## src/rtl/dec7seg_scan_pkg.sv

```systemverilog
// Shared constants and types for the multiplexed seven-segment scanner.
package dec7seg_scan_pkg;

  // Segment bit order is {g, f, e, d, c, b, a}; 1 lights a segment.
  localparam logic [6:0] SEG_DARK    = 7'b0000000;
  localparam logic [3:0] DIGIT_RESET = 4'hF;

  localparam logic [6:0] SEG_A = 7'b1110111;
  localparam logic [6:0] SEG_B = 7'b1111100;
  localparam logic [6:0] SEG_C = 7'b0111001;
  localparam logic [6:0] SEG_D = 7'b1011110;
  localparam logic [6:0] SEG_E = 7'b1111001;
  localparam logic [6:0] SEG_F = 7'b1110001;

  typedef enum logic {
    PH_BLANK,
    PH_SHOW
  } phase_e;

endpackage

```

## src/rtl/dec7seg_scan_dec7seg.sv

```systemverilog
// Seven-segment decoder: codes 0..5 render the glyphs A..F, every other code is dark.
module dec7seg
  import dec7seg_scan_pkg::*;
(
  input  logic [3:0] i_val,
  output logic [6:0] o_seg
);

  always_comb begin
    o_seg = SEG_DARK;
    case (i_val)
      4'h0:    o_seg = SEG_A;
      4'h1:    o_seg = SEG_B;
      4'h2:    o_seg = SEG_C;
      4'h3:    o_seg = SEG_D;
      4'h4:    o_seg = SEG_E;
      4'h5:    o_seg = SEG_F;
      default: o_seg = SEG_DARK;
    endcase
  end

endmodule

```

## src/rtl/dec7seg_scan.sv

```systemverilog
// Time-multiplexed display scanner: one shared decoder, per-digit value registers,
// fixed-length slots with a dark gap at the start of each to avoid ghosting.
module dec7seg_scan
  import dec7seg_scan_pkg::*;
#(
  parameter int unsigned NDIG      = 4,
  parameter int unsigned DIV       = 1000,
  parameter int unsigned BLANK_CYC = 2,
  parameter int unsigned AW        = $clog2(NDIG)
) (
  input  logic            clk,
  input  logic            rst,
  input  logic            wr_en,
  input  logic [AW-1:0]   wr_addr,
  input  logic [3:0]      wr_data,
  input  logic [NDIG-1:0] blank_mask,
  output logic [NDIG-1:0] dig_sel,
  output logic [6:0]      seg,
  output logic [AW-1:0]   cur_digit,
  output logic            frame_tick
);

  localparam int unsigned   CW       = (DIV > 1) ? $clog2(DIV) : 1;
  localparam logic [CW-1:0] CntLast  = CW'(DIV - 1);
  localparam logic [AW-1:0] SlotLast = AW'(NDIG - 1);

  logic [CW-1:0]   r_cnt;
  logic [AW-1:0]   r_slot;
  logic            r_wrapped;
  logic [3:0]      r_digit [NDIG];

  logic [NDIG-1:0] r_dig_sel;
  logic [6:0]      r_seg;
  logic [AW-1:0]   r_cur_digit;
  logic            r_frame_tick;

  logic            w_cnt_last;
  logic            w_slot_last;
  logic            w_wr_hit;
  logic            w_show;
  phase_e          w_phase;
  logic [3:0]      w_cur_val;
  logic [6:0]      w_dec_seg;

  assign w_cnt_last  = (r_cnt == CntLast);
  assign w_slot_last = (r_slot == SlotLast);
  assign w_phase     = (32'(r_cnt) < BLANK_CYC) ? PH_BLANK : PH_SHOW;
  assign w_show      = (w_phase == PH_SHOW) && !blank_mask[r_slot];
  assign w_cur_val   = r_digit[r_slot];
  // Addresses past the last digit only exist when NDIG is not a power of two.
  assign w_wr_hit    = wr_en && (32'(wr_addr) < NDIG);

  dec7seg u_dec (
    .i_val (w_cur_val),
    .o_seg (w_dec_seg)
  );

  always_ff @(posedge clk) begin
    if (rst) begin
      for (int unsigned i = 0; i < NDIG; i++) begin
        r_digit[i] <= DIGIT_RESET;
      end
    end else if (w_wr_hit) begin
      r_digit[wr_addr] <= wr_data;
    end
  end

  // Slot sequencing plus the output stage; outputs describe the state before the edge.
  always_ff @(posedge clk) begin
    if (rst) begin
      r_cnt        <= '0;
      r_slot       <= '0;
      r_wrapped    <= 1'b0;
      r_dig_sel    <= '0;
      r_seg        <= SEG_DARK;
      r_cur_digit  <= '0;
      r_frame_tick <= 1'b0;
    end else begin
      r_dig_sel    <= w_show ? (NDIG'(1) << r_slot) : '0;
      r_seg        <= w_show ? w_dec_seg : SEG_DARK;
      r_cur_digit  <= r_slot;
      // r_wrapped keeps the very first scan after reset from raising a tick.
      r_frame_tick <= r_wrapped && (r_cnt == '0) && (r_slot == '0);

      if (w_cnt_last) begin
        r_cnt <= '0;
        if (w_slot_last) begin
          r_slot    <= '0;
          r_wrapped <= 1'b1;
        end else begin
          r_slot <= r_slot + 1'b1;
        end
      end else begin
        r_cnt <= r_cnt + 1'b1;
      end
    end
  end

  assign dig_sel    = r_dig_sel;
  assign seg        = r_seg;
  assign cur_digit  = r_cur_digit;
  assign frame_tick = r_frame_tick;

endmodule

```

## config.mk

```make
export PLATFORM = sky130hd
export DESIGN_NAME = dec7seg_scan
export DESIGN_NICKNAME = d
export VERILOG_FILES = /design/src/rtl/dec7seg_scan_pkg.sv /design/src/rtl/dec7seg_scan_dec7seg.sv /design/src/rtl/dec7seg_scan.sv
export SDC_FILE = /design/constraint.sdc
export NUM_CORES = 1
export LEC_CHECK = 0
export ABC_AREA = 1
export CAP_MARGIN = 25
export CORE_MARGIN = 10
export CORE_UTILIZATION = 25
export CTS_CLUSTER_DIAMETER = 50
export DETAILED_ROUTE_END_ITERATION = 10
export PLACE_DENSITY = 0.55
export SLEW_MARGIN = 25
export SYNTH_ARGS = -nofsm -noshare
export SYNTH_HDL_FRONTEND = slang
export SYNTH_SLANG_ARGS = --single-unit
export TNS_END_PERCENT = 100
```

## constraint.sdc

```tcl
create_clock -name clk -period 1.4 [get_ports clk]
set_clock_uncertainty 0.15 [all_clocks]
set_input_delay 0.14 -clock clk [delete_from_list [all_inputs] [get_ports clk]]
set_output_delay 0.14 -clock clk [all_outputs]
set_load 0.01 [all_outputs]
```

==> summary.md, run 1 <==
| Metric | Value |
|---|---|
| DRC | 0 |
| Worst-Skew Late Latency | around 0.29 ns |
| Largest cells by area after synthesis | dfxtp_1, edfxtp_1, nand2_1 |
| Hold-fix buffers, CTS | 0 |
| Library cells used by synthesis | 26 |
| Die width | 109 um |
| GPL Wtd Cong | 0.762 |
| Number of fill cells in the layout | between 800 and 900 |
| Highest clock rate | 735 MHz |
| First-iteration detailed-routing DRC count | between 40 and 50 |
| Final Hold Fails | 0 |
| Data required, critical path | 1.48 ns |
| Die Area | 11900 um^2 |
| Cell Area, Placed | approximately 2600 um^2 |
| IO Port Bufs | 26 |
| Post-layout minimum cycle time | ~1.4 ns |
| WL met3 | 364 um |
| N_diodes | 0 |
| Commonest cells in the netlist | nand2_1, nor2_1, inv_1 |
| Met2 Wirelength | ~1.8 mm |
| Height of the die | 109 um |
| Total gr overflow | 0 |
| Overall power | 2440 uW |
| Seq/Total Area, Yosys | 53.2% |
| Crit path arrival time | ~1.4 ns |
| Worst min path class | in -> reg |
| Root Buffer | clkbuf_8 |
| Clock buffer depth | 2 |
| Fin util | 36.7% |
| Max H-tree Level | 2 |
| Post-DP HPWL | 3.23 mm |
| Non-Filler Instances | 404 |
| Average size of a mapped cell | 8.24 um^2 |
| Antenna Violating Nets Remaining | 0 |
| Dpl ws | -0.417 ns |
| Routed Wire Length | 4.24 mm |
| Multi-input gate area | 937 um^2 |
| Post-synth net total | 259 |
| Worst setup margin | slightly below 0.04 ns |
| Power density cells | 859 nW/um^2 |
| Max_cap viols | 0 |
| CTS Buf Count | 5 |
| Clock sinks | 45 |
| Vias in the first global route | 1534 |
| Antenna violations before repair | 0 |
| Top layer in use | met4 |
| Yosys top cell by area | dfxtp_1 |
| Largest net degree at the start of global routing | 14 |
| Fraction of layout instances using a drive strength above 1 | 30.1% |
| CP Capture Type | register |
| Worst rel slew slack | 71.4% |
| Fraction of registers with async set/reset | 0% |
| Post-synth EDFFs | 16 |
| Post-synthesis cell count | 242 |
| TritonCTS clock tree | yes |
| Ys Warns | 0 |
| Wire per inst | ~10 um |
| Top-count cell post-synth | nand2_1 |
| Type of element launching the critical path | register |
| Row count | 32 |
| Total GRT Usage | 6.84% |
| Worst-margin pin slew | around 0.43 ns |
| Status | complete, no violations |
| Period Utilization, post-route | between 90% and 100% |
| Peak supply drop | 0.362 mV |
| Synth-to-Final Area Change | 42.4% |
| Number of synthesized register bits | 45 |
| First-pass GRT wire length | 6.64 mm |
| RSZ-0062 raised after global routing | true |
| Yosys top cell area share | 29.1% |
| Design area | 2840 um^2 |
| TritonRoute pass-1 iters | 4 |
| Num ports | 27 |
| Pins over their slew limit | 0 |
| Kind of critical path | reg -> reg |
| Seq. cell area | 1080 um^2 |
| Vias/cell | 4.00 |
| Synthesized area | 1990 um^2 |
| Pleak | 0.00129 uW |
| Via count | 1616 |
| Starting density of the core | 25.8% |
| Worst-path clk slew | 0.08 ns |
| Core footprint | around 7700 um^2 |
| Placed cell count | 393 |
| M1 WL | 1.97 mm |
| Layout Nets | 318 |
| Top_reg_cell synth | dfxtp_1 |
| Critical path peak fanout | 9 |
| # setup viols final | 0 |
## worst max-delay path: stages (launching register included)
cell and delay, ns:
dfxtp_4 0.38, buf_12 0.12, inv_8 0.04, nand2_1 0.05, nand3_1 0.08, nand2_2 0.14, nand2_4 0.08, nor2_4 0.11
nand2_1 0.07, nor2_1 0.08
## layout by cell type (no fill, tap or decap), drive strengths merged, types with 2 or more instances in the layout
cell,synthesis,layout
clkbuf,0,8
and3,2,2
nor2,42,42
nand3,14,14
xor2,3,3
inv,34,34
clkdlybuf4s50,0,10
nor3,6,6
nand2,74,74
nor3b,2,2
nand4,3,3
dfxtp,29,29
buf,1,26
edfxtp,16,16
o21ai,3,3
a21oi,5,5
dlygate4sd2,0,16
ha,4,4
## per-stage QoR
step / hold WS [ns] / TNS, ns
floorplan: 0.0591 / -0.142
global placement: 0.300 / -14.87
detailed placement: 0.297 / -15.64
CTS: 0.262 / -0.0400
global route: 0.280 / -0.331
finish: 0.279 / 0
## what timing repair did
action,CTS,global route
gates resized for setup,26,44
pin swaps,4,11
setup endpoints to repair,59,35
gates cloned,0,1
buffers inserted,0,2
## metal layers
layer,vias to the layer above,track usage (%)
met3,7,2.57
met5,-,0
met2,38,10.2
met1,696,8.61
met4,0,2.97
li1,875,-
## registers in the layout, summed over array words and instances (netlist names), named ones only
register    count
r_digit        16
cur_digit       2
r_slot          2
r_wrapped       1
r_cnt          10
frame_tick      1
seg             7
dig_sel         4
## path summary, 6_finish.rpt
path	startpoint	to	slack (ns)	cells after the start
hold reg to reg	r_wrapped$_SDFFE_PP0P_	r_wrapped$_SDFFE_PP0P_	0.31	2
setup reg to reg	register	seg[1]$_SDFF_PP0_	0.04	9
hold / removal	rst	r_slot[0]$_SDFFE_PP0N_	0.28	3
setup / recovery	register	seg[1]$_SDFF_PP0_	0.04	9
## kinds of logic (layout without fill, tap and decap cells)
| group | Yosys count | in the layout | share of synthesized area, % |
|---|---|---|---|
| flops | 45 | 45 | 53.2 |
| buf+inv | 35 | 95 | 7.22 |
| fa+ha+maj | 4 | 4 | 2.51 |
| simple gates | 144 | 144 | 32.3 |
| xor+xnor | 4 | 4 | 1.76 |
| compound gates | 10 | 10 | 3.01 |
## final cells by class
type                       instances  share of cell area [%]
sequential                        45                    38.0
multi-input combinational        162                    33.0
timing repair buffer              53                    16.7
inverter                          34                    4.85
tap                              102                    4.50
clock buffer                       7                    2.69
clock inverter                     1                   0.265
## report_power, final
part,internal (uW),total [uW],switching [uW]
combinational,116,258,143
clock,353,762,409
sequential,1400,1420,22.2
(Power assumes the default switching activity.)
==> run 2: changes to the inputs <==
--- a/constraint.sdc
+++ b/constraint.sdc
@@ -4,2 +4,2 @@
 set_output_delay 0.14 -clock clk [all_outputs]
-set_load 0.01 [all_outputs]
+set_load 0.02 [all_outputs]
==> run 2 against run 1 <==
Net effect:
- cell count unchanged
- critical endpoint is now seg[6]$_SDFF_PP0_
- count of clock-buffer cells in the layout unchanged
- critical path depth unchanged
- largest cell class unchanged
- highest routed layer unchanged
==> summary.md, run 2 (synthesized netlist as in run 1, its figures left out) <==
| Metric | Value |
|---|---|
| CTS Buf Count | 5 |
| Critical-path cell list | buf_12 > inv_8 > nand2_1 > nand3_2 > nand2_4 > nor2_4 > nor2_4 > nor2_1 > nor2_1 |
| Largest register by flop count | r_digit |
| Routed Wire Length | 4.28 mm |
| Power density cells | 857 nW/um^2 |
| Max reg flops | 16 |
| Worst rel slew slack | 71.4% |
| Height of the die | 109 um |
| Kind of critical path | reg -> reg |
| Row count | 32 |
| Antenna violations before repair | 0 |
| Final Hold Fails | 0 |
| Layout Nets | about 320 |
| Pleak | 0.00129 uW |
| Final TNS setup | 0 ns |
| Worst-Skew Late Latency | 0.29 ns |
| Vias/cell | 4.04 |
| TritonCTS clock tree | yes |
| Die width | 109 um |
| GPL Wtd Cong | 0.762 |
| Worst-margin pin slew | 0.426 ns |
| Largest net degree at the start of global routing | 14 |
| Antenna Violating Nets Remaining | 0 |
| # setup viols final | 0 |
| Type of element launching the critical path | register |
| Worst min path class | in -> reg |
| Post-DP HPWL | 3.23 mm |
| Data required, critical path | 1.44 ns |
| Fin util | 37.0% |
| Total GRT Usage | ~6.8% |
| Critical path's slowest cell | dfxtp_4 |
| Hold-fix buffers, CTS | 0 |
| Fraction of layout instances using a drive strength above 1 | 33.1% |
| Die Area | 11900 um^2 |
| Commonest non-fill, non-tap cells in the layout | nand2_1, inv_1, nor2_1, buf_4, dfxtp_1 |
| Max H-tree Level | 2 |
| Commonest non-fill, non-tap cell in the layout | nand2_1 |
| IO Port Bufs | 26 |
| Starting density of the core | 25.8% |
| Num ports | 27 |
| Worst setup margin | around 0.021 ns |
| Clock sinks | 45 |
| Highest clock rate | about 730 MHz |
| Wire per inst | about 11 um |
| TritonRoute pass-1 iters | 5 |
| First-iteration detailed-routing DRC count | 42 |
| Crit path arrival time | 1.41 ns |
| CP max stage delay | 0.36 ns |
| Core footprint | between 7000 and 8000 um^2 |
| Vias in the first global route | about 1500 |
| Total gr overflow | 0 |
| Non-Filler Instances | about 400 |
| Critical path peak fanout | 9 |
| Clock buffer depth | 2 |
| Synth-to-Final Area Change | 43.4% |
| First-pass GRT wire length | 6.64 mm |
| Dpl ws | -0.417 ns |
| DRC | 0 |
| Design area | 2860 um^2 |
| Peak supply drop | approximately 0.36 mV |
| Number of fill cells in the layout | 800 |
| Cell Area, Placed | 2560 um^2 |
| Hold Path Origin | rst |
| Worst-path clk slew | about 0.080 ns |
| Post-layout minimum cycle time | 1.38 ns |
| Via count | ~1600 |
| Period Utilization, post-route | a little over nine tenths |
| RSZ-0062 raised after global routing | true |
| Root Buffer | clkbuf_8 |
| CP Capture Type | register |
| Placed cell count | 393 |
| Pins over their slew limit | 0 |
| Max_cap viols | 0 |
| N_diodes | 0 |
| Status | complete, no violations |
[run 2: cell count changes in the layout (fill, tap and decap cells not counted), moves of 2 or more]
cell     delta
nor2_2      +2
nor2_1      -2
dfxtp_1     -4
nand2_1     -3
nand2_4     +2
dfxtp_2     +4
[run 2: worst paths after layout]
path / cells past startpoint / endpoint / slack (ns)
worst max-delay path: 9 / seg[6]$_SDFF_PP0_ / 0.02
worst max register to register: 9 / seg[6]$_SDFF_PP0_ / 0.02
worst min-delay path: 3 / r_slot[0]$_SDFFE_PP0N_ / 0.28
worst min register to register: 2 / r_wrapped$_SDFFE_PP0P_ / 0.31
[run 2: area by class of cell]
class                   count  area, um^2  share of cell area [%]
flip-flops and latches     45        1080                    37.9
multi-input cells         162         953                    33.3
well taps                 102         128                    4.46
clock inverters             1        7.51                   0.263
inverters                  34         138                    4.81
clock buffers               7        76.3                    2.67
repair buffers             53         473                    16.5
[run 2: where the power goes]
group | leakage [uW] | internal [uW] | switching [uW]
logic | 0.000849 | 118 | 152
registers | 0.000399 | 1400 | 22.1
clock network | 0.0000385 | 353 | 409
[run 2: stage by stage]
step,power [uW],hold WS (ns)
finish,2450,0.279
global route,2560,0.280
floorplan,1570,0.0591
CTS,2460,0.262
global placement,1690,0.300
detailed placement,1690,0.297
[run 2: metal layers]
layer,vias to the layer above,wire [um],track usage [%]
li1,873,-,-
met3,7,375,2.57
met2,42,1890,10.2
met1,710,1940,8.61
met4,0,75,2.97
met5,-,0,0
[run 2: timing repair]
action                                  CTS  global route
pin swaps                                 4            15
resized for setup                        25            55
cloned                                    0             1
endpoints found under the setup margin   59            35
buffers inserted                          0             2
[run 2: worst max-delay path, delay by kind of cell (launching register included)]
family,cells,cell delay (ns)
simple gates,7,0.57
flops,1,0.36
buf+inv,2,0.19
==> run 3: changes to the inputs <==
- ABC_AREA: 1 -> unset
==> run 3 against run 2 <==
Net effect:
- the run now ends with setup timing left
- setup slack worse by 0.32 ns
- cell count fell by 18%
- die area is 4.2% lower
- global-route usage up 0.72 points
- hold slack lost 0.0026 ns
- wire length down 0.33%
- design area is 1.9% higher
- via count shrank 10%
- largest power group unchanged
- sequential power hardly changed
- first-iteration DRC count increased by 24%
- synthesized cell count shrank 34%
- sequential share of layout area down 0.23 points
==> summary.md, run 3 <==
| Metric | Value |
|---|---|
| Status | finished with violations |
| Failing checks | setup timing |
| Top-count cell post-synth | dfxtp_1 |
| Yosys top cell by area | dfxtp_1 |
| Post-layout minimum cycle time | 1.70 ns |
| Commonest cells in the netlist | dfxtp_1, nand2b_1, edfxtp_1 |
| CP max stage delay | roughly 0.58 ns |
| Top_reg_cell synth | dfxtp_1 |
| Via count | 1463 |
| Design area | 2910 um^2 |
| Dpl ws | -0.487 ns |
| Worst-path clk slew | 0.09 ns |
| Crit path arrival time | about 1.8 ns |
| Critical-path cell list | buf_12 > mux4_2 > o21ai_0 > nor4b_4 |
| Commonest non-fill, non-tap cell in the layout | buf_4 |
| Yosys top cell area share | 30.7% |
| First-pass GRT wire length | 7.12 mm |
| Antenna Violating Nets Remaining | 0 |
| Final Hold Fails | 0 |
| Post-synthesis cell count | 160 |
| Vias/cell | about 4.4 |
| Max reg flops | 16 |
| Type of element launching the critical path | register |
| Worst-Skew Late Latency | ~0.3 ns |
| Pins over their slew limit | 0 |
| Num ports | 27 |
| Worst setup margin | -0.297 ns |
| Clock buffer depth | 2 |
| Peak supply drop | 0.349 mV |
| Worst rel slew slack | 81.0% |
| Largest net degree at the start of global routing | 17 |
| IO Port Bufs | 26 |
| First-iteration detailed-routing DRC count | 52 |
| Worst min path class | in -> reg |
| DRC | 0 |
| Antenna violations before repair | 0 |
| Post-DP HPWL | 3.00 mm |
| Seq/Total Area, Yosys | a little under three fifths |
| Root Buffer | clkbuf_8 |
| Hold path depth | 2 |
| Fraction of registers with async set/reset | 0% |
| Library cells used by synthesis | 37 |
| Number of synthesized register bits | 45 |
| R2R cell count | 4 |
| Data required, critical path | about 1.5 ns |
| RSZ-0062 raised after global routing | true |
| Hold endpoint | dig_sel[1]$_SDFF_PP0_ |
| Routed Wire Length | 4.27 mm |
| Total gr overflow | 0 |
| RR Endpoint | seg[3]$_SDFF_PP0_ |
| TritonCTS clock tree | yes |
| GPL Wtd Cong | about 0.74 |
| Power density cells | just under 900 nW/um^2 |
| Hold Path Origin | blank_mask[1] |
| Height of the die | between 100 and 150 um |
| Kind of critical path | reg -> reg |
| # setup viols final | 15 |
| Die Area | 11400 um^2 |
| Post-synth EDFFs | 16 |
| Post-synth net total | 177 |
| Critical path peak fanout | 6 |
| Max H-tree Level | 2 |
| Layout Nets | 247 |
| Starting density of the core | about a quarter |
| Max_cap viols | 0 |
| Clock sinks | 45 |
| Largest delay share family, worst path | multiplexers |
| Largest register by flop count | r_digit |
| TritonRoute pass-1 iters | 4 |
| Synthesized area | 1890 um^2 |
| Commonest non-fill, non-tap cells in the layout | buf_4, nand2b_1, dfxtp_1, edfxtp_1, dlygate4sd2_1 |
| N_diodes | 0 |
| Vias in the first global route | 1502 |
| Pleak | 0.00107 uW |
| FF-to-FF setup slack | -0.30 ns |
| Cell Area, Placed | around 2500 um^2 |
| Highest clock rate | 589 MHz |
| Average size of a mapped cell | 11.8 um^2 |
| Ys Warns | 0 |
| Buf/Inv on CP | 1 |
| Fraction of layout instances using a drive strength above 1 | 45.9% |
| CTS Buf Count | 5 |
| Largest cells by area after synthesis | dfxtp_1, edfxtp_1, mux4_2 |
| Period Utilization, post-route | 121% |
| Hold-fix buffers, CTS | 0 |
| CP Capture Type | register |
| Die width | between 100 and 150 um |
| Worst-margin pin slew | 0.283 ns |
| Critical path's slowest cell | mux4_2 |
| Wire per inst | 12.9 um |
| Total GRT Usage | 7.55% |
| Synth-to-Final Area Change | 54.0% |
| Row count | 31 |
| Core footprint | roughly 7300 um^2 |
==> run 3: cell families after synthesis <==
| kind of cell | after synthesis | synth area share, % |
|---|---|---|
| simple gates | 70 | 23.7 |
| flops | 45 | 56.1 |
| compound gates | 21 | 7.14 |
| buf+inv | 11 | 2.65 |
| mux | 5 | 5.95 |
| xor+xnor | 4 | 1.85 |
| fa+ha+maj | 4 | 2.65 |
==> run 3: worst max path at each step <==
stage | cells after the start | slack, ns | endpoint | from
after floorplan | 4 | -0.25 | seg[3]$_SDFF_PP0_ | r_slot[0]$_SDFFE_PP0N_
after global placement | 4 | -0.49 | seg[3]$_SDFF_PP0_ | blank_mask[3]
after detailed placement | 4 | -0.49 | seg[3]$_SDFF_PP0_ | blank_mask[2]
after CTS | 4 | -0.30 | seg[3]$_SDFF_PP0_ | register
after global routing | 4 | -0.37 | seg[0]$_SDFF_PP0_ | register
final | 4 | -0.30 | seg[3]$_SDFF_PP0_ | register
==> run 3: stage by stage <==
stage / std cells / utilization (%) / power [uW] / TNS [ns] / hold WS (ns)
6_report: 330 / 39.9 / 2520 / -2.01 / 0.276
5_1_grt: 330 / 39.9 / 2640 / -3.02 / 0.264
4_1_cts: 326 / 37.6 / 2530 / -1.92 / 0.256
3_5_place_dp: 314 / 34.7 / 1680 / -10.17 / 0.318
3_3_place_gp: 314 / 34.7 / 1670 / -9.81 / 0.322
2_1_floorplan: 160 / - / 1570 / -1.27 / 0.0671
==> run 3: report_power, final <==
group,internal (uW),switching [uW],leakage [uW]
registers,1390,23.7,0.000401
logic,147,130,0.000622
clock network,360,475,0.0000447
==> run 3: cell type report <==
| cell class | count | area [um^2] |
|---|---|---|
| tap | 99 | 124 |
| clock inverter | 3 | 25.0 |
| fill | 729 | 4380 |
| inverter | 7 | 26.3 |
| multi-input combinational | 104 | 981 |
| clock buffer | 5 | 68.8 |
| timing repair buffer | 67 | 591 |
| sequential | 45 | 1100 |
==> run 3: timing repair <==
| action | CTS | global route |
|---|---|---|
| setup endpoints to repair | 37 | 31 |
| resized for setup | 36 | 34 |
| pin swaps | 8 | 15 |
| buffers inserted | 4 | 4 |
==> run 3: routing by layer <==
layer,up-vias,global-route usage (%),share of wire (%)
met5,-,0,0
met4,0,4.06,2.1
met1,700,8.87,45
li1,727,-,-
met2,31,12.0,48
met3,5,2.40,5.4
